## src/rtl/cordic_scan_scheduler.sv

```systemverilog
// cordic_scan_scheduler: front-end raster scheduler for the CORDIC pixel pipeline.
// Accepts shape descriptors over valid/ready. For each shape it walks the
// screen-clamped bounding box in raster order (x fastest) and drives one pixel
// per cycle on the nst1_* stage-1 inputs. It inserts bubbles when idle, between
// shapes and for empty boxes, and freezes on pipe_stall.
// Optional build macro: SCAN_PREFETCH_EN adds a one-entry descriptor buffer so
// the next shape can be accepted while the current one is still being scanned.
module cordic_scan_scheduler #(
    parameter int PIX_W    = 10,
    parameter int REF_W    = 9,
    parameter int COLOR_W  = 9,
    parameter int SIZE_W   = 7,
    parameter int SCREEN_W = 640,
    parameter int SCREEN_H = 480
) (
    input  logic               clk,
    input  logic               reset,
    input  logic               shape_valid,
    output logic               shape_ready,
    input  logic [REF_W-1:0]   shape_ref_x,
    input  logic [REF_W-1:0]   shape_ref_y,
    input  logic [SIZE_W-1:0]  shape_size,
    input  logic               shape_form,
    input  logic [COLOR_W-1:0] shape_color,
    input  logic               pipe_stall,
    output logic               nst1_bubble,
    output logic [PIX_W-1:0]   nst1_pixel_x,
    output logic [PIX_W-1:0]   nst1_pixel_y,
    output logic [REF_W-1:0]   nst1_ref_point_x,
    output logic [REF_W-1:0]   nst1_ref_point_y,
    output logic               nst1_form,
    output logic [COLOR_W-1:0] nst1_color,
    output logic [SIZE_W-1:0]  size,
    output logic               shape_done,
    output logic               busy
);

    typedef enum logic [1:0] {S_IDLE, S_LOAD, S_SCAN, S_DONE} state_t;

    // Bounds arithmetic is two bits wider than a pixel so ref-size can go
    // negative and ref+size can exceed the screen without wrapping.
    localparam int BW = PIX_W + 2;
    localparam logic signed [BW-1:0] MAX_X = BW'(SCREEN_W - 1);
    localparam logic signed [BW-1:0] MAX_Y = BW'(SCREEN_H - 1);

    state_t state, state_next;

    logic [PIX_W-1:0] x_lo, x_hi, y_hi;
    logic [PIX_W-1:0] cur_x, cur_y;

    logic signed [BW-1:0] rx_s, ry_s, sz_s;
    logic signed [BW-1:0] dx_lo, dx_hi, dy_lo, dy_hi;
    logic signed [BW-1:0] lo_x_s, hi_x_s, lo_y_s, hi_y_s;
    logic                 box_empty;

    logic handshake;   // descriptor accepted on this edge
    logic take_now;    // accepted descriptor starts a shape immediately
    logic pending;     // a buffered descriptor is waiting
    logic next_empty;  // descriptor storage will be free after this edge
    logic done_go;     // DONE is leaving on this edge
    logic last_x, last_pix;

    logic             bubble_d, done_d, ready_d, busy_d;
    logic [PIX_W-1:0] px_d, py_d;

    assign handshake = shape_valid && shape_ready;
    assign done_go   = (state == S_DONE) && !pipe_stall;
    assign take_now  = handshake && ((state == S_IDLE) || done_go);
    assign last_x    = (cur_x == x_hi);
    assign last_pix  = last_x && (cur_y == y_hi);

    // Clamped bounding box of the latched descriptor, evaluated during LOAD.
    assign rx_s   = BW'(nst1_ref_point_x);
    assign ry_s   = BW'(nst1_ref_point_y);
    assign sz_s   = BW'(size);
    assign dx_lo  = rx_s - sz_s;
    assign dx_hi  = rx_s + sz_s;
    assign dy_lo  = ry_s - sz_s;
    assign dy_hi  = ry_s + sz_s;
    assign lo_x_s = dx_lo[BW-1] ? '0 : dx_lo;
    assign lo_y_s = dy_lo[BW-1] ? '0 : dy_lo;
    assign hi_x_s = (dx_hi > MAX_X) ? MAX_X : dx_hi;
    assign hi_y_s = (dy_hi > MAX_Y) ? MAX_Y : dy_hi;
    assign box_empty = (lo_x_s > hi_x_s) || (lo_y_s > hi_y_s);

`ifdef SCAN_PREFETCH_EN
    logic               buf_valid;
    logic [REF_W-1:0]   buf_ref_x, buf_ref_y;
    logic [SIZE_W-1:0]  buf_size;
    logic               buf_form;
    logic [COLOR_W-1:0] buf_color;

    assign pending    = buf_valid;
    assign next_empty = !((handshake && !take_now) || (buf_valid && !done_go));

    // One-entry prefetch slot: filled by a handshake that cannot start at once,
    // drained when DONE hands the buffered shape to LOAD.
    always_ff @(posedge clk or posedge reset) begin
        if (reset) begin
            buf_valid <= 1'b0;
            buf_ref_x <= '0;
            buf_ref_y <= '0;
            buf_size  <= '0;
            buf_form  <= 1'b0;
            buf_color <= '0;
        end else if (handshake && !take_now) begin
            buf_valid <= 1'b1;
            buf_ref_x <= shape_ref_x;
            buf_ref_y <= shape_ref_y;
            buf_size  <= shape_size;
            buf_form  <= shape_form;
            buf_color <= shape_color;
        end else if (done_go) begin
            buf_valid <= 1'b0;
        end
    end
`else
    assign pending    = 1'b0;
    assign next_empty = (state_next == S_IDLE);
`endif

    // State register.
    // NOTE: sequential blocks use non-blocking assignments so every register
    // samples the pre-edge value of every other register.
    always_ff @(posedge clk or posedge reset) begin
        if (reset) state <= S_IDLE;
        else       state <= state_next;
    end

    // Next-state logic; a stall freezes everything except IDLE acceptance.
    // NOTE: every combinational output gets a default first so no path can
    // infer a latch.
    always_comb begin
        state_next = state;
        case (state)
            S_IDLE: if (handshake) state_next = S_LOAD;
            S_LOAD: if (!pipe_stall) state_next = box_empty ? S_DONE : S_SCAN;
            S_SCAN: if (!pipe_stall && last_pix) state_next = S_DONE;
            S_DONE: if (!pipe_stall) state_next = (pending || take_now) ? S_LOAD : S_IDLE;
            default: state_next = S_IDLE;
        endcase
    end

    // Next values of the registered outputs; held while stalled.
    always_comb begin
        bubble_d = nst1_bubble;
        done_d   = shape_done;
        px_d     = nst1_pixel_x;
        py_d     = nst1_pixel_y;
        if (!pipe_stall) begin
            bubble_d = (state != S_SCAN);
            done_d   = (state == S_DONE);
            if (state == S_SCAN) begin
                px_d = cur_x;
                py_d = cur_y;
            end
        end
        busy_d  = (state_next != S_IDLE);
        ready_d = next_empty;
    end

    // Output registers.
    always_ff @(posedge clk or posedge reset) begin
        if (reset) begin
            nst1_bubble  <= 1'b1;
            shape_done   <= 1'b0;
            shape_ready  <= 1'b1;
            busy         <= 1'b0;
            nst1_pixel_x <= '0;
            nst1_pixel_y <= '0;
        end else begin
            nst1_bubble  <= bubble_d;
            shape_done   <= done_d;
            shape_ready  <= ready_d;
            busy         <= busy_d;
            nst1_pixel_x <= px_d;
            nst1_pixel_y <= py_d;
        end
    end

    // Active descriptor: taken straight from the inputs or from the prefetch slot.
    always_ff @(posedge clk or posedge reset) begin
        if (reset) begin
            nst1_ref_point_x <= '0;
            nst1_ref_point_y <= '0;
            size             <= '0;
            nst1_form        <= 1'b0;
            nst1_color       <= '0;
        end else if (take_now) begin
            nst1_ref_point_x <= shape_ref_x;
            nst1_ref_point_y <= shape_ref_y;
            size             <= shape_size;
            nst1_form        <= shape_form;
            nst1_color       <= shape_color;
        end
`ifdef SCAN_PREFETCH_EN
        else if (done_go && buf_valid) begin
            nst1_ref_point_x <= buf_ref_x;
            nst1_ref_point_y <= buf_ref_y;
            size             <= buf_size;
            nst1_form        <= buf_form;
            nst1_color       <= buf_color;
        end
`endif
    end

    // Bounds capture in LOAD and raster walk in SCAN.
    always_ff @(posedge clk or posedge reset) begin
        if (reset) begin
            x_lo  <= '0;
            x_hi  <= '0;
            y_hi  <= '0;
            cur_x <= '0;
            cur_y <= '0;
        end else if (!pipe_stall) begin
            if (state == S_LOAD) begin
                x_lo  <= lo_x_s[PIX_W-1:0];
                x_hi  <= hi_x_s[PIX_W-1:0];
                y_hi  <= hi_y_s[PIX_W-1:0];
                cur_x <= lo_x_s[PIX_W-1:0];
                cur_y <= lo_y_s[PIX_W-1:0];
            end else if (state == S_SCAN) begin
                if (last_x) begin
                    cur_x <= x_lo;
                    cur_y <= cur_y + PIX_W'(1);
                end else begin
                    cur_x <= cur_x + PIX_W'(1);
                end
            end
        end
    end

endmodule

```

## config.mk

```make
export PLATFORM = sky130hd
export DESIGN_NAME = cordic_scan_scheduler
export DESIGN_NICKNAME = d
export VERILOG_FILES = /design/src/rtl/cordic_scan_scheduler.sv
export SDC_FILE = /design/constraint.sdc
export NUM_CORES = 1
export LEC_CHECK = 0
export ABC_AREA = 1
export CAP_MARGIN = 20
export CORE_MARGIN = 2
export CORE_UTILIZATION = 55
export CTS_CLUSTER_SIZE = 25
export DETAILED_ROUTE_END_ITERATION = 7
export PLACE_DENSITY = 0.88
export SKIP_LAST_GASP = 1
export SLEW_MARGIN = 0
export SYNTH_ARGS = -nofsm -noshare
export SYNTH_HDL_FRONTEND = slang
export SYNTH_SLANG_ARGS = --single-unit
```

## constraint.sdc

```tcl
create_clock -name clk -period 3.7 [get_ports clk]
set_input_delay 0.37 -clock clk [delete_from_list [all_inputs] [get_ports clk]]
set_output_delay 0.37 -clock clk [all_outputs]
set_load 0.1 [all_outputs]
```

==> results of run 1 <==
## cells in the final DEF (no fill, tap or decap), types with 2 or more instances in the layout
cell type,count
o211ai_1,2
o21bai_1,3
nand3_1,63
dfstp_2,2
mux2_2,21
buf_4,9
inv_6,3
o21ai_1,10
ha_1,51
nand4_1,9
clkbuf_16,9
o22ai_1,6
nor4_1,2
clkdlybuf4s50_1,97
clkinvlp_4,2
nor3_1,16
dfrtp_2,3
dfrtp_1,105
nor2_1,47
nand3_2,9
or2_2,4
o21ai_0,69
xnor2_1,5
nor2_2,4
a21o_1,4
clkinv_2,3
nand2_1,218
a22oi_1,3
a21oi_1,47
nand2_2,2
inv_2,8
o21ai_2,3
inv_1,117
fa_1,4
a31oi_1,5
xor2_1,23
## registers in the layout (all words and copies together) (netlist names)
register	cells
cur_x	10
cur_y	10
nst1_pixel_x	10
nst1_pixel_y	10
x_hi	10
y_hi	10
nst1_color	9
nst1_ref_point_x	9
nst1_ref_point_y	9
x_lo	9
size	7
state	2
busy	1
nst1_bubble	1
nst1_form	1
shape_done	1
shape_ready	1
## worst max-delay path, cell delays in order (launching register included)
cell and delay, ns:
dfrtp_1 0.39, ha_1 0.21, inv_1 0.06, fa_1 0.42
inv_1 0.08, nand2_1 0.06, nand2_1 0.06, nand2_1 0.07
nand2_1 0.08, nand3_1 0.11, nand3_1 0.09, nand2_1 0.08
inv_1 0.10, nand3_4 0.12, nand3_2 0.10, inv_1 0.06
ha_1 0.31, a21oi_1 0.16, nor2_1 0.05, o21ai_1 0.11
nand3_1 0.08, nand3_1 0.10, nand4_1 0.15, nand2_1 0.11
nand2_1 0.06
## area by class of cell
| cell class | instances | area share |
|---|---|---|
| clock inverters | 6 | 0.00508 |
| well taps | 172 | 0.0250 |
| flip-flops and latches | 110 | 0.320 |
| multi-input cells | 644 | 0.440 |
| repair buffers | 108 | 0.126 |
| inverters | 129 | 0.0571 |
| clock buffers | 10 | 0.0266 |
## kinds of logic after synthesis
logic type      after synthesis  synth area share
simple gates                379             0.230
buf+inv                     160            0.0915
compound gates              159             0.123
flops                       110             0.384
fa+ha+maj                    57             0.104
xor+xnor                     28            0.0342
mux                          21            0.0330
## stage by stage
step           setup WS [ns]  cells  hold slack [ns]   util
6_report               0.374   1179            0.436  0.680
5_1_grt               0.0102   1179            0.506  0.680
4_1_cts                0.226   1174            0.458  0.673
3_5_place_dp           0.244   1158            0.471  0.651
3_3_place_gp           0.368   1158            0.463  0.651
2_1_floorplan        0.00736    914            0.453      -
## repair_timing
| item | 4_1_cts | 5_1_grt |
|---|---|---|
| gates resized for setup | 0 | 9 |
| endpoints found under the setup margin | 0 | 3 |
| buffers inserted | 0 | 4 |
## final timing paths
check	to	from	slack [ns]	cells after the start
max	busy$_DFF_PP0_	nst1_ref_point_y[0]$_DFFE_PP0P_	0.37	24
min in group clk	nst1_pixel_x[8]$_DFFE_PP0P_	nst1_pixel_x[8]$_DFFE_PP0P_	0.48	2
max in group asynchronous	shape_ready$_DFF_PP1_	reset	2.48	3
min reg2reg	nst1_pixel_x[8]$_DFFE_PP0P_	nst1_pixel_x[8]$_DFFE_PP0P_	0.48	2
max reg2reg	busy$_DFF_PP0_	nst1_ref_point_y[0]$_DFFE_PP0P_	0.37	24
min	nst1_color[7]$_DFFE_PP0P_	reset	0.44	2
## metal layers
metal  part of all wire  global-route usage  wire length, um
met3              0.069              0.0521             1250
met5                  0                   0                0
met4              0.020              0.0896              367
met2               0.46               0.431             8300
met1               0.45               0.356             8120
==> out/summary.log, run 1 <==
qor: die.ioPinCount 98
qor: cts.worstSkewPairLatency 0.36 ns
qor: synthesis.post_synth.cell_area_avg 7.84 um^2
qor: sta.report.final.setup_viol 0
qor: synthesis.postSynthRegisterBits 110
qor: synthesis.synth.area.top_cells dfrtp_1 38%, nand2_1 11%, ha_1 9.3%
qor: cts.tritoncts_num_sinks 110
qor: synthesis.ys.flop_type dfrtp_1
qor: min_path.min_path_type primary input to asynchronous set/reset pin
qor: routing.detail_route.vias_per_cell 5.50
qor: synthesis.yosys_warnings 0
qor: sta.timing.setup.tns 0 ns
qor: sta.period_share 0.899
qor: routing.wirelength 18000 um
qor: global_routing.globalRoute.totalOverflow 0
qor: die.die_w 118 um
qor: sta.number_of_max_slew_violations_in_the_final_report 0
qor: placed_design.place.detailed.hpwl 13500 um
qor: synthesis.synthArstFlopShare 1.00
qor: synthesis.synth.cell_area 0.00717 mm^2
qor: synthesis.leading_cell_types_by_count_after_synthesis 218 x nand2_1, 119 x inv_1, 108 x dfrtp_1
qor: cts.cts-root-buf clkbuf_16
qor: sta.timing.final.hold_violations 0
qor: job.timing.max_cap.violations 0
qor: sta.timing.final.crit_period 3.33 ns
qor: final_layout.layout.cell_area.non_filler 0.00862 mm^2
qor: cts.cts.path.max_buffers 2
qor: global_routing.via_count_of_the_first_global_routing_pass 6220
qor: cts.clk_transition_reported_paths 0.08 ns
qor: critical_path.path_max_fanout 8
qor: routing.detail_route.wl_per_cell 15.3 um
qor: placed_design.routabilityCongestion 0.884
qor: critical_path.crit_type flip-flop to flip-flop
qor: critical_path.worst_setup_path_end_kind flip-flop
qor: final_layout.drive_above_1_share 0.0904
qor: synthesis.synthCells 914
qor: routing.drt-pass1-iter-count 5
qor: routing.drcViolationCount 0
qor: sta.actual_transition_at_the_worst_max_transition_pin 1.06 ns
qor: synthesis.synth.most_common_cell nand2_1
qor: run_status.outcome completed
qor: cts.cts_hold_buf 0
qor: synthesis.synth_largest_area_cell dfrtp_1
qor: sta.fmaxAchievable 301 MHz
qor: final_layout.multi_input_area 0.00379 mm^2
qor: final_layout.final-seq-area 0.00276 mm^2
qor: global_routing.grt.total_usage 0.265
qor: sta.final.setup_skew 0.00831 ns
qor: final_layout.n_fill_cell 1061
qor: global_routing.grt_first_pass_wirelength 30100 um
qor: critical_path.timing.critical_path.from_type flip-flop
qor: cts.tritoncts done
qor: cts.cts.htree.levels 3
qor: die.die_h 118 um
qor: synthesis.synth_top_cell_area_share 0.377
qor: placed_design.io_buffers 97
qor: die.die_area 0.0140 mm^2
qor: synthesis.number_of_synthesized_flops_with_an_enable_pin 0
qor: synthesis.synth.yosys.seq_area_share 0.384
qor: routing.first_iter_violations 421
qor: global_routing.grt_max_degree 65
qor: global_routing.antenna_violations_before_repair 0
qor: die.placement_rows 41
qor: sta.slew_headroom 0.292
qor: final_layout.area_growth 20.3%
qor: synthesis.synthesis.nets 1010
qor: cts.numCtsBuffers 9
qor: final_layout.final_net_count 1098
qor: final_layout.n_antenna_cell 0
qor: synthesis.unique_masters_post_synth 46
qor: critical_path.critPathArrivalTime 3.58 ns
qor: critical_path.critPathRequiredTime 3.95 ns
qor: placed_design.post_placement_cell_area 0.00825 mm^2
qor: sta.grt_setup_unrepaired no
qor: die.coreArea 0.0127 mm^2
qor: routing.num_vias 6479
qor: die.initial_utilization 0.566
qor: routing.postRouteAntennaNets 0
Power of run 1 is not shown: default switching activity piles up to over one toggle a cycle in this logic, so the estimate is an artifact.
==> run 2, diff against run 1 <==
Settings changed: CORE_UTILIZATION 55 to 51, PLACE_DENSITY 0.88 to 0.8.
Clock period 3.7 ns to 2.83 ns, I/O delays scaled along.
==> out/summary.log, run 2 (synthesized netlist as in run 1, its figures left out) <==
qor: run_status.outcome complete, but fails checks [was completed]
qor: run_status.failed_checks negative setup slack
qor: placed_design.place.detailed.hpwl 14200 um [was 13500 um]
qor: critical_path.critPathSlowestCell dfrtp_2 [was fa_1]
qor: die.placement_rows 43 [was 41]
qor: sta.final.setup_skew 0.00809 ns [was 0.00831 ns]
qor: sta.fmaxAchievable 308 MHz [was 301 MHz]
qor: cts.cts-root-buf clkbuf_16 [unchanged]
qor: placed_design.post_placement_cell_area 0.00909 mm^2 [was 0.00825 mm^2]
qor: sta.timing.final.crit_period 3.25 ns [was 3.33 ns]
qor: sta.slew_headroom 0.589 [was 0.292]
qor: die.coreArea 0.0138 mm^2 [was 0.0127 mm^2]
qor: critical_path.critPathRequiredTime 3.09 ns [was 3.95 ns]
qor: die.die_area 0.0150 mm^2 [was 0.0140 mm^2]
qor: final_layout.final_net_count 1234 [was 1098]
qor: cts.cts.htree.levels 3 [unchanged]
qor: final_layout.drive_above_1_share 0.293 [was 0.0904]
qor: global_routing.antenna_violations_before_repair 0 [unchanged]
qor: final_layout.final_util 0.701 [was 0.680]
qor: routing.met2RoutedLength 9050 um [was 8300 um]
qor: final_layout.layout.cell_area.non_filler 0.00969 mm^2 [was 0.00862 mm^2]
qor: final_layout.n_antenna_cell 0 [unchanged]
qor: global_routing.grt.total_usage 0.265 [about the same]
qor: placed_design.routabilityCongestion 0.935 [was 0.884]
qor: critical_path.crit-reg2reg-launch size[0]$_DFFE_PP0P_ [was nst1_ref_point_y[0]$_DFFE_PP0P_]
qor: routing.top_layer_used met4 [unchanged]
qor: global_routing.globalRoute.totalOverflow 0 [unchanged]
qor: sta.timing.final.hold_violations 0 [unchanged]
qor: critical_path.worst_setup_path_end_kind flip-flop [unchanged]
qor: global_routing.grt_first_pass_wirelength 31600 um [was 30100 um]
qor: routing.met3_length 1060 um [was 1250 um]
qor: sta.postLayoutSetupSlackWorst -0.420 ns [was 0.374 ns]
qor: sta.report.final.setup_viol 4 [was 0]
qor: critical_path.timing.critical_path.from_type flip-flop [unchanged]
qor: die.ioPinCount 98 [unchanged]
qor: final_layout.commonest_non_fill_non_tap_cell_in_the_layout nand2_1 [unchanged]
qor: critical_path.crit_type flip-flop to flip-flop [unchanged]
qor: cts.tritoncts done [unchanged]
qor: routing.postRouteAntennaNets 0 [unchanged]
qor: die.initial_utilization 0.518 [was 0.566]
qor: job.timing.max_cap.violations 0 [unchanged]
qor: critical_path.timing_startpoint_of_the_critical_path size[0]$_DFFE_PP0P_ [was nst1_ref_point_y[0]$_DFFE_PP0P_]
qor: sta.period_share 1.15 [was 0.899]
qor: critical_path.critPathArrivalTime 3.51 ns [was 3.58 ns]
qor: sta.grt_setup_unrepaired yes [was no]
qor: global_routing.via_count_of_the_first_global_routing_pass 6712 [was 6220]
qor: routing.num_vias 6873 [was 6479]
qor: routing.first_iter_violations 641 [was 421]
qor: routing.wl_met1 8890 um [was 8120 um]
qor: cts.worstSkewPairLatency 0.36 ns [about the same]
qor: critical_path.path_max_fanout 7 [was 8]
qor: final_layout.most-common-layout-cells 211 x nand2_1, 203 x buf_4, 109 x inv_1, 93 x dfrtp_1, 66 x o21ai_0 [was 218 x nand2_1, 117 x inv_1, 105 x dfrtp_1, 97 x clkdlybuf4s50_1, 69 x o21ai_0]
qor: routing.detail_route.wl_per_cell 14.7 um [was 15.3 um]
qor: cts.cts_hold_buf 0 [unchanged]
qor: routing.drt-pass1-iter-count 5 [unchanged]
qor: cts.clk_transition_reported_paths 0.08 ns [about the same]
qor: critical_path.critical_path.most_common_cell nand2_2 [was nand2_1]
qor: critical_path.timing.critical_path.slowest_cell_delay 0.42 ns [about the same]
qor: die.die_w 123 um [was 118 um]
qor: die.die_h 123 um [was 118 um]
qor: final_layout.area_growth 35.2% [was 20.3%]
qor: sta.actual_transition_at_the_worst_max_transition_pin 0.614 ns [was 1.06 ns]
qor: placed_design.io_buffers 97 [unchanged]
qor: routing.drcViolationCount 0 [unchanged]
qor: sta.final.hold.worst_slack 0.256 ns [was 0.436 ns]
qor: sta.number_of_max_slew_violations_in_the_final_report 0 [unchanged]
qor: global_routing.grt_max_degree 79 [was 65]
qor: routing.wirelength 19400 um [was 18000 um]
qor: cts.cts.path.max_buffers 2 [unchanged]
qor: sta.timing.setup.tns -1.56 ns [was 0 ns]
qor: cts.numCtsBuffers 9 [unchanged]
qor: cts.tritoncts_num_sinks 110 [unchanged]
qor: routing.detail_route.vias_per_cell 5.20 [was 5.50]
qor: min_path.min_path_type primary input to asynchronous set/reset pin [unchanged]
==> run 2: changes by cell type in the layout (fill, tap and decap cells not counted), moves of 7 or more <==
| cell | before | now |
|---|---|---|
| buf_4 | 9 | 203 |
| clkdlybuf4s50_1 | 97 | 38 |
| dfrtp_1 | 105 | 93 |
| dfrtp_2 | 3 | 15 |
| inv_1 | 117 | 109 |
| inv_2 | 8 | 15 |
| nand2_1 | 218 | 211 |
| nand2_2 | 2 | 9 |
| nand3_1 | 63 | 55 |
==> run 2: critical path, delay by kind of cell (launching register included) <==
family	cells	cell delay, ns
AOI/OAI and AO/OA	2	0.32
buffers and inverters	4	0.25
DFF	1	0.42
and+or+nand+nor	16	1.44
adders and majority gates	3	0.73
==> run 2: final timing paths <==
path / end / slack, ns / depth (start not counted)
min reg2reg: nst1_pixel_x[1]$_DFFE_PP0P_ / 0.48 / 2
min: nst1_ref_point_x[6]$_DFFE_PP0P_ / 0.26 / 2
max reg2reg: busy$_DFF_PP0_ / -0.42 / 25
min in group clk: nst1_pixel_x[1]$_DFFE_PP0P_ / 0.48 / 2
max: busy$_DFF_PP0_ / -0.42 / 25
max in group asynchronous: nst1_bubble$_DFFE_PP1N_ / 1.83 / 3
==> run 2: stage by stage <==
step / instances / setup slack (ns)
floorplan: 914 / -0.500
global placement: 1287 / -0.145
detailed placement: 1287 / -0.238
CTS: 1316 / -0.152
global route: 1323 / -0.613
finish: 1323 / -0.420
==> run 2: repair_timing <==
action	in CTS	in global routing
endpoints found under the setup margin	3	4
pin swaps	12	16
buffers inserted	13	7
resized for setup	29	15
==> run 2: area by class of cell <==
type                            count  area [um^2]
Clock inverter                      6         45.0
Clock buffer                       10          229
Timing Repair Buffer              244         1960
Sequential cell                   110         2770
Inverter                          129          495
Multi-Input combinational cell    644         3970
Fill cell                        1137         4140
Tap cell                          180          225
==> run 2: routing by layer <==
layer / track usage / vias to the layer above
met5: 0 / -
met2: 0.436 / 256
met3: 0.0395 / 34
li1: - / 3432
met1: 0.357 / 3151
met4: 0.0891 / 0
Power of run 2 is left out for the same reason.
